===== config.mk =====
export PLATFORM = sky130hd
export DESIGN_NAME = pifo_sched_ctrl
export DESIGN_NICKNAME = d
export VERILOG_FILES = /design/src/rtl/pifo_sched_pkg.sv /design/src/rtl/pifo_sched_ctrl_rr_arbiter.sv /design/src/rtl/pifo_sched_ctrl.sv
export SDC_FILE = /design/constraint.sdc
export NUM_CORES = 1
export LEC_CHECK = 0
export CAP_MARGIN = 40
export CORE_MARGIN = 4
export CORE_UTILIZATION = 34
export DETAILED_ROUTE_END_ITERATION = 12
export GPL_ROUTABILITY_DRIVEN = 0
export PLACE_DENSITY = 0.78
export SLEW_MARGIN = 40
export SYNTH_ARGS = -nofsm -noshare
export SYNTH_HDL_FRONTEND = slang
export SYNTH_SLANG_ARGS = --single-unit

===== constraint.sdc =====
create_clock -name clk -period 3.3 [get_ports clk]
set_input_delay 0.495 -clock clk [delete_from_list [all_inputs] [get_ports clk]]
set_output_delay 0.495 -clock clk [all_outputs]
set_load 0.05 [all_outputs]

===== src/rtl/pifo_sched_pkg.sv =====
// Shared types and helpers for the PIFO scheduler/controller.
package pifo_sched_pkg;

    typedef enum logic [1:0] {
        ST_IDLE   = 2'd0,
        ST_ISSUE  = 2'd1,
        ST_SETTLE = 2'd2
    } state_t;

    localparam int CNT_WIDTH = 32;

    function automatic int pifo_depth(input int l2);
        return 1 << l2;
    endfunction

endpackage


===== src/rtl/pifo_sched_ctrl_rr_arbiter.sv =====
// Combinational round-robin arbiter: grants the first requester at or after i_ptr.
module rr_arbiter #(
    parameter int NUM_PORTS = 4,
    parameter int PW        = (NUM_PORTS > 1) ? $clog2(NUM_PORTS) : 1
) (
    input  logic [NUM_PORTS-1:0] i_req,
    input  logic [PW-1:0]        i_ptr,
    output logic [NUM_PORTS-1:0] o_grant,
    output logic [PW-1:0]        o_idx
);

    logic          w_found;
    logic [PW:0]   w_sum;

    // i_ptr < NUM_PORTS, so one conditional subtraction wraps the rotated index.
    always_comb begin
        o_grant = '0;
        o_idx   = '0;
        w_found = 1'b0;
        w_sum   = '0;
        for (int k = 0; k < NUM_PORTS; k++) begin
            w_sum = {1'b0, i_ptr} + (PW+1)'(k);
            if (w_sum >= (PW+1)'(NUM_PORTS))
                w_sum = w_sum - (PW+1)'(NUM_PORTS);
            if (!w_found && i_req[w_sum[PW-1:0]]) begin
                w_found = 1'b1;
                o_idx   = w_sum[PW-1:0];
            end
        end
        if (w_found)
            o_grant[o_idx] = 1'b1;
    end

endmodule


===== src/rtl/pifo_sched_ctrl.sv =====
// Arbitrates enqueue ports and sequences insert/remove pulses to a pifo_reg.
// Optional PIFO_SCHED_STATS_EN adds saturating drop/evict/replace counters.
module pifo_sched_ctrl
    import pifo_sched_pkg::*;
#(
    parameter int NUM_PORTS    = 4,
    parameter int L2_REG_WIDTH = 2,
    parameter int RANK_WIDTH   = 8,
    parameter int META_WIDTH   = 8
) (
    input  logic                            clk,
    input  logic                            rst,
    input  logic [NUM_PORTS-1:0]            enq_valid,
    input  logic [NUM_PORTS*RANK_WIDTH-1:0] enq_rank,
    input  logic [NUM_PORTS*META_WIDTH-1:0] enq_meta,
    output logic [NUM_PORTS-1:0]            enq_ready,
    output logic                            deq_valid,
    input  logic                            deq_ready,
    output logic [RANK_WIDTH-1:0]           deq_rank,
    output logic [META_WIDTH-1:0]           deq_meta,
    output logic                            evict_valid,
    output logic [RANK_WIDTH-1:0]           evict_rank,
    output logic [META_WIDTH-1:0]           evict_meta,
    output logic                            drop,
    output logic                            busy,
`ifdef PIFO_SCHED_STATS_EN
    output logic [CNT_WIDTH-1:0]            drop_cnt,
    output logic [CNT_WIDTH-1:0]            evict_cnt,
    output logic [CNT_WIDTH-1:0]            replace_cnt,
`endif
    output logic                            pifo_insert,
    output logic                            pifo_remove,
    output logic [RANK_WIDTH-1:0]           pifo_rank_in,
    output logic [META_WIDTH-1:0]           pifo_meta_in,
    input  logic [RANK_WIDTH-1:0]           pifo_rank_out,
    input  logic [META_WIDTH-1:0]           pifo_meta_out,
    input  logic                            pifo_valid_out,
    input  logic [RANK_WIDTH-1:0]           pifo_max_rank,
    input  logic [META_WIDTH-1:0]           pifo_max_meta,
    input  logic [L2_REG_WIDTH:0]           pifo_num_entries
);

    localparam int PW = (NUM_PORTS > 1) ? $clog2(NUM_PORTS) : 1;
    localparam logic [L2_REG_WIDTH:0] DEPTH = (L2_REG_WIDTH+1)'(pifo_depth(L2_REG_WIDTH));

    state_t                r_state;
    logic [PW-1:0]         r_ptr;
    logic                  r_insert, r_remove, r_evict, r_drop;
    logic [RANK_WIDTH-1:0] r_rank_in, r_evict_rank;
    logic [META_WIDTH-1:0] r_meta_in, r_evict_meta;

    logic [NUM_PORTS-1:0]  w_grant;
    logic [PW-1:0]         w_gidx, w_ptr_next;
    logic                  w_idle, w_enq_hs, w_deq_hs, w_full_enq, w_lower;
    logic                  w_evict, w_drop;
    logic [RANK_WIDTH-1:0] w_sel_rank;
    logic [META_WIDTH-1:0] w_sel_meta;

    rr_arbiter #(.NUM_PORTS(NUM_PORTS), .PW(PW)) u_arb (
        .i_req   (enq_valid),
        .i_ptr   (r_ptr),
        .o_grant (w_grant),
        .o_idx   (w_gidx)
    );

    assign w_idle     = (r_state == ST_IDLE) && !rst;
    assign enq_ready  = w_idle ? w_grant : '0;
    assign deq_valid  = w_idle && pifo_valid_out && (pifo_num_entries != '0);
    assign deq_rank   = pifo_rank_out;
    assign deq_meta   = pifo_meta_out;

    assign w_enq_hs   = |(enq_valid & enq_ready);
    assign w_deq_hs   = deq_valid && deq_ready;
    assign w_sel_rank = enq_rank[w_gidx*RANK_WIDTH +: RANK_WIDTH];
    assign w_sel_meta = enq_meta[w_gidx*META_WIDTH +: META_WIDTH];
    assign w_ptr_next = (w_gidx == PW'(NUM_PORTS-1)) ? '0 : w_gidx + 1'b1;

    // A concurrent dequeue turns a full-PIFO enqueue into a replace-min, never a loss.
    assign w_full_enq = w_enq_hs && !w_deq_hs && (pifo_num_entries == DEPTH);
    assign w_lower    = w_sel_rank < pifo_max_rank;
    assign w_evict    = w_full_enq && w_lower;
    assign w_drop     = w_full_enq && !w_lower;

    always_ff @(posedge clk) begin
        if (rst) begin
            r_state      <= ST_IDLE;
            r_ptr        <= '0;
            r_insert     <= 1'b0;
            r_remove     <= 1'b0;
            r_evict      <= 1'b0;
            r_drop       <= 1'b0;
            r_rank_in    <= '0;
            r_meta_in    <= '0;
            r_evict_rank <= '0;
            r_evict_meta <= '0;
        end else begin
            r_insert <= 1'b0;
            r_remove <= 1'b0;
            r_evict  <= 1'b0;
            r_drop   <= 1'b0;
            case (r_state)
                ST_IDLE: begin
                    if (w_enq_hs || w_deq_hs) begin
                        r_state  <= ST_ISSUE;
                        r_insert <= w_enq_hs;
                        r_remove <= w_deq_hs;
                        r_evict  <= w_evict;
                        r_drop   <= w_drop;
                        if (w_enq_hs) begin
                            r_rank_in <= w_sel_rank;
                            r_meta_in <= w_sel_meta;
                            r_ptr     <= w_ptr_next;
                        end
                        if (w_evict) begin
                            r_evict_rank <= pifo_max_rank;
                            r_evict_meta <= pifo_max_meta;
                        end
                    end
                end
                ST_ISSUE: r_state <= ST_SETTLE;
                default:  r_state <= ST_IDLE;
            endcase
        end
    end

    assign pifo_insert  = r_insert;
    assign pifo_remove  = r_remove;
    assign pifo_rank_in = r_rank_in;
    assign pifo_meta_in = r_meta_in;
    assign evict_valid  = r_evict;
    assign evict_rank   = r_evict_rank;
    assign evict_meta   = r_evict_meta;
    assign drop         = r_drop;
    assign busy         = (r_state != ST_IDLE);

`ifdef PIFO_SCHED_STATS_EN
    logic [CNT_WIDTH-1:0] r_drop_cnt, r_evict_cnt, r_replace_cnt;

    always_ff @(posedge clk) begin
        if (rst) begin
            r_drop_cnt    <= '0;
            r_evict_cnt   <= '0;
            r_replace_cnt <= '0;
        end else begin
            if (w_drop && (r_drop_cnt != '1))
                r_drop_cnt <= r_drop_cnt + 1'b1;
            if (w_evict && (r_evict_cnt != '1))
                r_evict_cnt <= r_evict_cnt + 1'b1;
            if (w_enq_hs && w_deq_hs && (r_replace_cnt != '1))
                r_replace_cnt <= r_replace_cnt + 1'b1;
        end
    end

    assign drop_cnt    = r_drop_cnt;
    assign evict_cnt   = r_evict_cnt;
    assign replace_cnt = r_replace_cnt;
`endif

endmodule


==> flow_summary.ini <==
[finish]
areaGrowthSynthToFinish_pct = 64.60
final_core_utilization_pct = 57.06
n_fill_cell = 680
post_route_cells_drive_above_1_share_pct = 19.24
antenna-diode-count = 0
layout.nets = 564

[yosys]
yosys.area.top_type = dfxtp_1
count_of_flip_flops_with_a_built_in_enable_after_synthesis = 0
asyncSetResetFlopFracSynth_pct = 0
synth_most_common_cell = dfxtp_1
ys.flop_type = dfxtp_1
yosys-top-cells-area = dfxtp_1, mux2i_1, nand2b_1, ha_1, nand2_1
synth_instances = 302
netlist_area_before_placement_mm2 = 0.002665
synthesis.yosys.warnings = 0
ys_seq_elements = 40
synth_fp_nets = 420
yosys-top-cells-count = dfxtp_1, mux2i_1, nand2_1
synth_sequential_area_ratio_pct = 30.05
synthDominantCellAreaShare_pct = 30.05
synth_cell_types = 44
post_syn_area_per_cell_um2 = 8.825

[floorplanning]
ioPinCount = 165
fp.dieH_um = 96.54
initial_utilization_pct = 34.67
chipWidth_um = 96.54
std_cell_rows = 32
core_area_mm2 = 0.007687
die_footprint_mm2 = 0.009319

[status]
outcome = completed

[sta]
max_clock_freq_mhz = 306.9
clock_skew_ns = 0.009439
rsz0062_at_grt = yes
final-setup-viol-count = 0
layout_setup_ws_ns = 0.04195
timing.final.hold_violations = 0
maxSlewViolCount = 0
period_share_pct = 98.73
worst-slew-pin-transition_ns = 0.5377
post-route-min-period_ns = 3.258
slew-limit-headroom_pct = 64.04

[setup_path]
worst-path-buf-inv = 3
path_class = reg -> reg
cp_data_arrival_time_ns = 3.47
worst_path_required_ns = 3.51
worstPathMaxFanout = 8
critical_path.cell_chain = nor2b_4 > a21o_1 > a211oi_4 > buf_12 > buf_4 > mux2i_1 > mux2i_1 > ha_1 > a21o_1 > a21oi_2 > o22ai_2 > or3_4 > a31oi_4 > buf_12 > mux2i_2
setup.worst_path.start_class = register
slowest_delay_ns = 0.39
cp-end-kind = register
worst_path_dominant_cell_family = compound AO/OA/AOI/OAI gates
crit_path_top_delay_cell = dfxtp_4

[cts]
cts-root-buf = clkbuf_8
clkSinkCount = 40
tritoncts_clock_tree = yes
clock_pin_slew_reported_for_the_worst_setup_and_hold_paths_after_clock_tree_synthesis_ns = 0.08
cts-root-to-sink-buffers = 2
clock_latency_of_the_later_clocked_register_in_the_worst_skew_pair_ns = 0.29
cts_made_buffers = 5
htree_levels = 2

[placement]
dpl.hpwl_um = 6160
pre_cts_ws_ns = -0.6317
io_buffers = 132

[drt]
routed_wire_length_per_instance_um = 14.45
vias_per_cell = 4.699
dr.first_iter.drc_count = 70
drtAntennaViolNets = 0
route.detailed.drc = 0
routed_wl_um = 7935
detailroute.via_count = 2580
detailedRoute.firstPassIterationCount = 4

[grt]
grt_first_pass_wirelength_um = 12080
first_global_vias = 2622
all_layer_global_routing_usage_pct = 16.60
antenna_found_initial = 0
grt-ovfl-total = 0
grt_max_degree = 52

[pwr]
p_leak_nw = 1.817
p_int_mw = 1.555
power.ir.vdd_worst_uv = 332.5
share_seq_of_total_power_pct = 24.1
power_frac_comb_pct = 60.8
netSwitchingFraction_pct = 41.55
clock_power_share_pct = 15.1
cellPowerDensity_mw_per_mm2 = 606.3
p_sw_mw = 1.105

[flow_run]
max_cap_violations = 0

[worst_hold_path]
hold_path.class = reg -> reg
## timing repair
action / in CTS / in global routing
setup endpoints to repair: 16 / 16
resized for setup: 25 / 7
cloned: 1 / 0
setup buffers: 7 / 3
pin swaps: 8 / 9
hold buffers: 0 / 0
## kinds of logic after synthesis
| logic type | after synthesis | synth area share (%) |
|---|---|---|
| flip-flops | 40 | 30.05 |
| AND/OR/NAND/NOR | 127 | 26.90 |
| AO/OA/AOI/OAI | 39 | 13.00 |
| adder cells (fa/ha/maj) | 11 | 5.164 |
| multiplexers | 38 | 14.27 |
| buffers and inverters | 47 | 10.61 |
## area by class of cell
class	instances	area [um^2]	share of cell area [%]
clock buffers	5	68.82	1.569
clock inverters	3	42.54	0.9698
inverters	14	53.80	1.226
multi-input cells	215	1633	37.22
flip-flops and latches	40	805.8	18.37
well taps	102	127.6	2.909
repair buffers	170	1655	37.74
## metal layers
metal	GRT usage (%)	routed length (um)
met3	3.796	465
met4	4.790	60
met2	30.23	4253
met1	19.28	3155
met5	0	0
## state kept, by name, indices dropped and copies added (netlist names)
register,count
pifo_insert,1
pifo_meta_in,8
drop,1
pifo_remove,1
evict_meta,8
r_ptr,2
evict_valid,1
evict_rank,8
r_state,2
pifo_rank_in,8
## metrics by stage
stage,TNS (ns),total power [mW],area [um^2],hold WS (ns),cells
2_1_floorplan,-0.5629,1.668,2680,0.4724,302
3_3_place_gp,-8.183,2.144,4138,0.4587,530
3_5_place_dp,-11.90,2.174,4138,0.4660,530
4_1_cts,-0.5371,2.661,4358,0.4819,546
5_1_grt,-1.484,2.824,4387,0.5002,549
6_report,0,2.660,4387,0.4760,549
## power by group through the flow
stage          clock [mW]  combinational [mW]  sequential (mW)
4_1_cts             0.415                1.61            0.640
3_3_place_gp            0                1.50            0.645
3_5_place_dp            0                1.52            0.649
6_report            0.401                1.62            0.641
5_1_grt             0.437                1.73            0.655
2_1_floorplan           0               0.736            0.932
## worst min-delay path, cell delays in order, from the launching register on
cell and delay (ns):
dfxtp_1 0.31, nand2b_1 0.06, mux2i_1 0.06
## final timing paths
kind	from	endpoint	slack, ns	depth (start not counted)
min	evict_rank[6]	evict_rank[6]	0.48	2
max reg2reg	r_ptr[0]	evict_meta[3]	0.04	15
min reg2reg	evict_rank[6]	evict_rank[6]	0.48	2
max	r_ptr[0]	evict_meta[3]	0.04	15
## layout by cell type, fill, tap and decap left out, types with 8 or more instances in the layout
cell,netlist,routed
inv_1,11,11
a31o_2,8,8
nand2b_1,33,33
mux2i_1,38,37
nand2_1,35,35
buf_4,17,36
a21o_1,10,10
ha_1,11,11
nand3_1,20,20
nor3b_1,16,16
dfxtp_1,40,38
clkdlybuf4s50_1,0,123
Power figures use the tool's default switching activity.
